==> config.mk <==
export PLATFORM = sky130hd
export DESIGN_NAME = uart_rx
export DESIGN_NICKNAME = d
export VERILOG_FILES = /design/src/rtl/uart_rx.sv
export SDC_FILE = /design/constraint.sdc
export NUM_CORES = 1
export LEC_CHECK = 0
export ABC_AREA = 1
export BUFFER_PORTS_ARGS = -buffer_cell sky130_fd_sc_hd__buf_4
export CORE_MARGIN = 1
export CORE_UTILIZATION = 59
export DETAILED_ROUTE_END_ITERATION = 10
export PLACE_DENSITY = 0.85
export SETUP_SLACK_MARGIN = 0.3
export SLEW_MARGIN = 20
export SYNTH_ARGS = -nofsm -noshare
export SYNTH_HDL_FRONTEND = slang
export SYNTH_SLANG_ARGS = --single-unit
==> constraint.sdc <==
create_clock -name clk -period 2.55 [get_ports clk]
set_clock_uncertainty 0.1 [all_clocks]
set_input_delay 0.3825 -clock clk [delete_from_list [all_inputs] [get_ports clk]]
set_output_delay 0.3825 -clock clk [all_outputs]
set_load 0.02 [all_outputs]
==> src/rtl/uart_rx.sv <==
// UART receiver: 16x oversampled, majority-voted deframer with valid/ready output
// and parity, framing and overrun error reporting.
module uart_rx #(
    parameter int unsigned DATA_WIDTH = 8,
    parameter int unsigned PARITY_EN  = 0,
    parameter int unsigned PARITY_ODD = 0,
    parameter int unsigned STOP_BITS  = 1,
    parameter int unsigned DIV_WIDTH  = 16
) (
    input  logic                  clk,
    input  logic                  reset,
    input  logic                  rx,
    input  logic [DIV_WIDTH-1:0]  baud_div,
    output logic [DATA_WIDTH-1:0] rx_data,
    output logic                  rx_valid,
    input  logic                  rx_ready,
    output logic                  parity_err,
    output logic                  frame_err,
    output logic                  overrun_err,
    output logic                  busy
);

    localparam int unsigned IDX_W  = (DATA_WIDTH > 1) ? $clog2(DATA_WIDTH) : 1;
    localparam int unsigned SMP_W  = 4;
    localparam logic        ODD    = (PARITY_ODD != 0);
    localparam logic        HAS_PAR = (PARITY_EN != 0);

    typedef enum logic [2:0] {
        S_IDLE,
        S_START,
        S_DATA,
        S_PARITY,
        S_STOP,
        S_WAIT_IDLE
    } state_t;

    state_t                  state_q, state_d;
    logic                    rx_meta, rx_s, rx_s_d;
    logic [DIV_WIDTH-1:0]    div_cnt;
    logic [SMP_W-1:0]        smp_cnt;
    logic                    s7, s8;
    logic [DATA_WIDTH-1:0]   shreg;
    logic [IDX_W-1:0]        bit_idx;
    logic                    stop_idx;
    logic                    par_err_q, fr_err_q;

    logic [DIV_WIDTH-1:0]    div_m1_c;
    logic [SMP_W-1:0]        smp_nxt_c;
    logic                    tick_c, at7_c, at8_c, at9_c, at15_c;
    logic                    maj_c, par_exp_c;
    logic                    start_c, shift_c, bit_inc_c, par_latch_c;
    logic                    stop_inc_c, fr_set_c, done_c, load_c;

    // Tick k of a bit is the tick that moves the sample count to k.
    assign div_m1_c  = (baud_div == '0) ? '0 : baud_div - DIV_WIDTH'(1);
    assign tick_c    = (div_cnt == '0);
    assign smp_nxt_c = smp_cnt + SMP_W'(1);
    assign at7_c     = tick_c && (smp_nxt_c == SMP_W'(7));
    assign at8_c     = tick_c && (smp_nxt_c == SMP_W'(8));
    assign at9_c     = tick_c && (smp_nxt_c == SMP_W'(9));
    assign at15_c    = tick_c && (smp_nxt_c == SMP_W'(15));
    assign maj_c     = (s7 & s8) | (s7 & rx_s) | (s8 & rx_s);
    assign par_exp_c = (^shreg) ^ ODD;
    assign load_c    = done_c && (!rx_valid || rx_ready);

    // Two-flop synchronizer plus delayed copy for start-edge detection.
    always_ff @(posedge clk or negedge reset) begin
        if (!reset) begin
            rx_meta <= 1'b1;
            rx_s    <= 1'b1;
            rx_s_d  <= 1'b1;
        end else begin
            rx_meta <= rx;
            rx_s    <= rx_meta;
            rx_s_d  <= rx_s;
        end
    end

    // Oversample tick and sample counters, phase-aligned to the start edge.
    always_ff @(posedge clk or negedge reset) begin
        if (!reset) begin
            div_cnt <= '0;
            smp_cnt <= '0;
        end else begin
            div_cnt <= (start_c || tick_c) ? div_m1_c : div_cnt - DIV_WIDTH'(1);
            if (start_c)
                smp_cnt <= '0;
            else if (tick_c)
                smp_cnt <= smp_nxt_c;
        end
    end

    always_ff @(posedge clk or negedge reset) begin
        if (!reset)
            state_q <= S_IDLE;
        else
            state_q <= state_d;
    end

    always_comb begin
        state_d     = state_q;
        start_c     = 1'b0;
        shift_c     = 1'b0;
        bit_inc_c   = 1'b0;
        par_latch_c = 1'b0;
        stop_inc_c  = 1'b0;
        fr_set_c    = 1'b0;
        done_c      = 1'b0;
        case (state_q)
            S_IDLE: begin
                if (rx_s_d && !rx_s) begin
                    state_d = S_START;
                    start_c = 1'b1;
                end
            end
            S_START: begin
                if (at9_c && maj_c)
                    state_d = S_IDLE;
                else if (at15_c)
                    state_d = S_DATA;
            end
            S_DATA: begin
                shift_c = at9_c;
                if (at15_c) begin
                    if (bit_idx == IDX_W'(DATA_WIDTH - 1))
                        state_d = HAS_PAR ? S_PARITY : S_STOP;
                    else
                        bit_inc_c = 1'b1;
                end
            end
            S_PARITY: begin
                par_latch_c = at9_c;
                if (at15_c)
                    state_d = S_STOP;
            end
            S_STOP: begin
                fr_set_c = at9_c && !maj_c;
                if (at9_c && (stop_idx == 1'(STOP_BITS - 1))) begin
                    done_c  = 1'b1;
                    state_d = maj_c ? S_IDLE : S_WAIT_IDLE;
                end else if (at15_c) begin
                    stop_inc_c = 1'b1;
                end
            end
            S_WAIT_IDLE: begin
                if (rx_s)
                    state_d = S_IDLE;
            end
            default: state_d = S_IDLE;
        endcase
    end

    // Mid-bit samples, shift register and per-frame error latches.
    always_ff @(posedge clk or negedge reset) begin
        if (!reset) begin
            s7        <= 1'b1;
            s8        <= 1'b1;
            shreg     <= '0;
            bit_idx   <= '0;
            stop_idx  <= 1'b0;
            par_err_q <= 1'b0;
            fr_err_q  <= 1'b0;
        end else begin
            if (at7_c)
                s7 <= rx_s;
            if (at8_c)
                s8 <= rx_s;
            if (shift_c)
                shreg <= {maj_c, shreg[DATA_WIDTH-1:1]};
            if (start_c) begin
                bit_idx   <= '0;
                stop_idx  <= 1'b0;
                par_err_q <= 1'b0;
                fr_err_q  <= 1'b0;
            end else begin
                if (bit_inc_c)
                    bit_idx <= bit_idx + IDX_W'(1);
                if (stop_inc_c)
                    stop_idx <= 1'b1;
                if (par_latch_c)
                    par_err_q <= maj_c ^ par_exp_c;
                if (fr_set_c)
                    fr_err_q <= 1'b1;
            end
        end
    end

    // Output holding register; a completed frame is dropped if the previous one is still held.
    always_ff @(posedge clk or negedge reset) begin
        if (!reset) begin
            rx_data     <= '0;
            rx_valid    <= 1'b0;
            parity_err  <= 1'b0;
            frame_err   <= 1'b0;
            overrun_err <= 1'b0;
            busy        <= 1'b0;
        end else begin
            overrun_err <= done_c && !load_c;
            busy        <= (state_d != S_IDLE);
            if (load_c) begin
                rx_data    <= shreg;
                parity_err <= par_err_q;
                frame_err  <= fr_err_q | !maj_c;
                rx_valid   <= 1'b1;
            end else if (rx_valid && rx_ready) begin
                rx_valid <= 1'b0;
            end
        end
    end

endmodule

Word-level counts from Yosys, hierarchy flattened
Index checks and enable logic that the tools add are counted.

word-level totals
  bits in registers = 55
  output and inout port bits = 13

cells by class
  add/sub/neg operators = 4
  eq/ne operators = 10
  multiplexer cells = 37
  bitwise gates (word level) = 8
  reductions and logical operators = 28

operators by type and width
  cell                   number
  $mux 3                 11
  $logic_not 16->1       2
  $mux 16                2
  $sub 16x1->16 const B  2
  $mux 1                 21
  $pmux 3 s6             1
  $eq 4x4->1 const B     3
  $reduce_bool 2->1      6
  $logic_and 1x1->1      11
  $eq 3x3->1 const B     3
  $mux 4                 2
  $reduce_xor 8->1       1
  $eq 3x2->1 const B     2
  $add 4x1->4 const B    1
  $eq 4x3->1 const B     1
  $logic_not 1->1        4
  $add 3x1->3 const B    1
  $and 1x1->1            3
  $eq 3x1->1 const B     1
  $logic_not 3->1        1
  $or 1x1->1             3
  $reduce_bool 3->1      1
  $logic_or 1x1->1       2
  $not 1->1              1
  $xor 1x1->1            1

Longest topological paths before layout
  depth after elaboration = 9
  gate-level depth with buffers = 13
  gate-level depth less buffers = 13

Worst setup path before layout
No wires, ideal clock.

  path type = register to register
  start point = register smp_cnt[0]
  end point = register frame_err
  library setup time = 0.123 ns
  arrival = 1.670 ns
  path slack = 0.657 ns
  cell stages (with the launch flop) = 13
  path buffers = 1
  clock period less this slack = 1.893 ns
  path through = dfrtp_1 > ha_1 > inv_1 > nand2_1 > nand2_1 > nand3_1 > nor2_8 > nand3_4 > nor2_4 > inv_2 > buf_6 > nand2_1 > nand2_1

on the way
  longest elaborated chain between the ends = 7

ends and longest elaborated chain
  item                    RTL line  RTL
  start, declared         40        logic [SMP_W-1:0] smp_cnt;
  start signal, assigned  89        smp_cnt <= smp_nxt_c;
  $add 4x1->4             57        assign smp_nxt_c = smp_cnt + SMP_W'(1);
  $eq 4x4->1              60        assign at9_c = tick_c && (smp_nxt_c == SMP_W'(9));
  $logic_and 1x1->1       60
  $logic_and 1x1->1       138       if (at9_c && (stop_idx == 1'(STOP_BITS - 1))) begin
  $mux 1                  138
  $mux 1                  109       case (state_q)
  $logic_and 1x1->1       64        assign load_c = done_c && (!rx_valid || rx_ready);
  end signal, assigned    203       frame_err <= fr_err_q | !maj_c;
  end, declared           18        output logic frame_err,

Every way passes these cells.
A chain may end at the register's enable or synchronous reset.

Final worst setup path
  start point = register div_cnt[0]
  end point = register rx_data[5]

on the way
  longest elaborated chain between the ends = 6

ends and longest elaborated chain
  item                    RTL line  RTL
  start, declared         39        logic [DIV_WIDTH-1:0] div_cnt;
  start signal, assigned  85        div_cnt <= (start_c || tick_c) ? div_m1_c : div_cnt - DIV_WIDTH'(1);
  $logic_not 16->1        56        assign tick_c = (div_cnt == '0);
  $logic_and 1x1->1       60
  $logic_and 1x1->1       138
  $mux 1                  138
  $mux 1                  109
  $logic_and 1x1->1       64
  end signal, assigned    201       rx_data <= shreg;
  end, declared           14        output logic [DATA_WIDTH-1:0] rx_data,

Every way passes these cells.

==> flow_metrics.tcl <==
set metrics [dict create \
    outcome "complete, but fails checks" \
    failed_checks "hold timing" \
    vias_per_cell 5.20 \
    ys.warnings.count 0 \
    htreeDepth 2 \
    max_cap_viol_count 0 \
    vias 2656 \
    n_antenna_cell 0 \
    endpoint_kind "register" \
    ant_nets 0 \
    max-vdd-ir-drop_v 0.000317 \
    die_area_um2 5690 \
    num_rows 26 \
    clockBufferDepth 2 \
    cts_hold_repair.buffers 0 \
    synthFlopType "dfrtp_1" \
    wl_per_cell_um 12.2 \
    crit_required_ps 2650 \
    slew_headroom_pct 56.1 \
    die-width_um 75.5 \
    initial_core_util_pct 62.0 \
    globalRouteOverflowTotal 0 \
    drive_above_1_share_pct 16.8 \
    setup_viol 0 \
    synth_cell_types 34 \
    placed_area_um2 3510 \
    p_per_area_nw_per_um2 565 \
    numPortBuffers 32 \
    grt_pass1_vias 2481 \
    drv_slew 0 \
    antenna_found_initial 0 \
    gp_congestion 0.923 \
    netlist_area_um2 3180 \
    grt_usage_pct 24.1 \
    area_delta_synth_final_pct 13.5 \
    rsz0062_at_grt "no" \
    hpwl_um 4630 \
    nets 469 \
    dr.pass1.iters 6 \
    path_clk_slew_ps 90 \
    clk_root_buffer_cell "clkbuf_8" \
    ys_seq_area_share_pct 43.4 \
    period_minus_slack_ps 2030 \
    io_pins 33 \
    die_h_um 75.5 \
    cts_setup_buffers 0 \
    clkSinkCount 55 \
    core_area_um2 5140 \
    first_iter_violations 168 \
    worst_pin_slew_ps 659 \
    p_leak_nw 1.78 \
    hold_viol_final 15 \
    critical_path_arrival_ps 2130 \
    cts_buffers 5 \
    yosys_register_bits 55 \
    clock_latency_ps 310 \
    path_max_fanout 17 \
    synthCells 404 \
    final_cell_area_um2 3610 \
    cts_tree "yes" \
    whs_ps -9.18 \
    setup_tns_ps 0 \
    grt_max_degree 56 \
    worst_setup_path_start_kind "register" \
    setup.worst_path.class "register to register" \
    hold_path.class "input port to asynchronous set/reset pin" \
    fmax_mhz 493 \
    drc 0 \
    syn_nets 432 \
    wl_um 6220 \
    period_share_pct 79.5 \
    avgSynthCellArea_um2 7.88 \
    async_reset_ff_share_pct 100 \
    synth_edf_count 0 \
    grt_pass1_wl_um 10400 \
]
==> layout by cell type (no fill, tap or decap), types with 4 or more instances in the layout <==
master and count:
nand2_1 78, inv_1 62, dfrtp_1 50, nor2_1 47, buf_4 35, o21ai_0 30, nand3_1 26, xor2_1 15
xnor2_1 14, nand4_1 9, o21ai_2 8, ha_1 8, o21ai_1 6, o22ai_1 6, clkbuf_8 6, dfstp_2 5
nor2_2 4, nand2_2 4, nor3_1 4, a21oi_1 4
==> area by class of cell <==
| class | instances | area (µm²) |
|---|---|---|
| multi-input cells | 279 | 1550 |
| fillers | 436 | 1530 |
| flip-flops and latches | 55 | 1380 |
| repair buffers | 35 | 263 |
| inverters | 65 | 248 |
| well taps | 70 | 87.6 |
| clock buffers | 6 | 82.6 |
| clock inverters | 1 | 5.00 |
==> per-stage QoR <==
stage	total power (W)	setup slack, ps	utilization (%)	instances	hold WS [ps]
CTS	0.00204	362	69.9	511	23.8
global placement	0.00152	347	68.2	504	245
finish	0.00204	522	70.3	511	-9.18
detailed placement	0.00155	280	68.2	504	252
floorplan	0.00140	657	-	404	-13.1
global route	0.00216	352	70.3	511	59.9
==> worst max-delay path: stages, from the launching register on <==
cell     delay [ps]
dfrtp_1         420
inv_1            90
ha_1            200
nand2_2         130
nor2_4          170
nand2_4         110
nor2_8          160
nand3_4         100
nor2_4          130
inv_2           150
nand2_1         110
o21ai_2          50
==> what timing repair did <==
item	in CTS	in global routing
endpoints found under the setup margin	0	25
endpoints found under the hold margin	0	0
resized for setup	0	5
==> layer usage <==
| layer | GRT usage [%] | routed length (µm) |
|---|---|---|
| met5 | 0 | 0 |
| met4 | 8.23 | 115 |
| met3 | 3.31 | 213 |
| met2 | 44.0 | 3210 |
| met1 | 29.1 | 2670 |
==> sequential cells by signal (all words and copies together), names as in the netlist, 3 cells and up <==
name / flops
bit_idx: 3
rx_data: 8
shreg: 8
state_q: 3
div_cnt: 16
smp_cnt: 4
==> cell usage after synthesis (2+ instances only) <==
library cell   n  area [µm²]
o21ai_1        7        35.0
nor3_1         4        20.0
nor2_2         5        31.3
o22ai_1        6        37.5
xnor2_1       14         123
nand3_1       27         135
nand2_2        3        18.8
a21oi_1        4        20.0
or2_2          2        12.5
nor2_1        47         176
dfstp_2        5         131
o21ai_0       30         150
clkbuf_1       2        7.51
dfrtp_1       50        1250
inv_1         62         233
ha_1           8         100
o21ai_2        7        61.3
clkinv_1       2        7.51
buf_2          2        10.0
nor2_4         2        22.5
xor2_1        15         131
nand4_1        9        56.3
nand2_1       79         297
nor4_1         2        12.5
==> where the power goes <==
group	internal [W]	switching (W)	total (W)
clock	0.000214	0.000268	0.000481
combinational	0.000190	0.000298	0.000489
sequential	0.000975	0.0000969	0.00107
==> worst paths after layout <==
path                            startpoint          to  slack, ps  depth (start not counted)
worst max-delay path            div_cnt[0]  rx_data[5]        520                         11
min in group clk                        rx     rx_meta         70                          1
max in group asynchronous            reset    shreg[3]       1910                          1
worst max register to register  div_cnt[0]  rx_data[5]        520                         11
worst min register to register     rx_meta        rx_s        260                          0
worst min-delay path                 reset  div_cnt[2]         -9                          1
==> kinds of logic (layout without fill, tap and decap cells) <==
kind of cell               Yosys count  after routing  share of synthesized area (%)
and+or+nand+nor                    186            186                           26.7
buffers and inverters               70            107                           8.57
AOI/OAI and AO/OA                   55             55                           9.86
DFF                                 55             55                           43.4
xor gates and xnor gates            29             29                           7.98
adders and majority gates            8              8                           3.14
muxes                                1              1                          0.314
No activity file was read; power rests on OpenSTA's default activity.
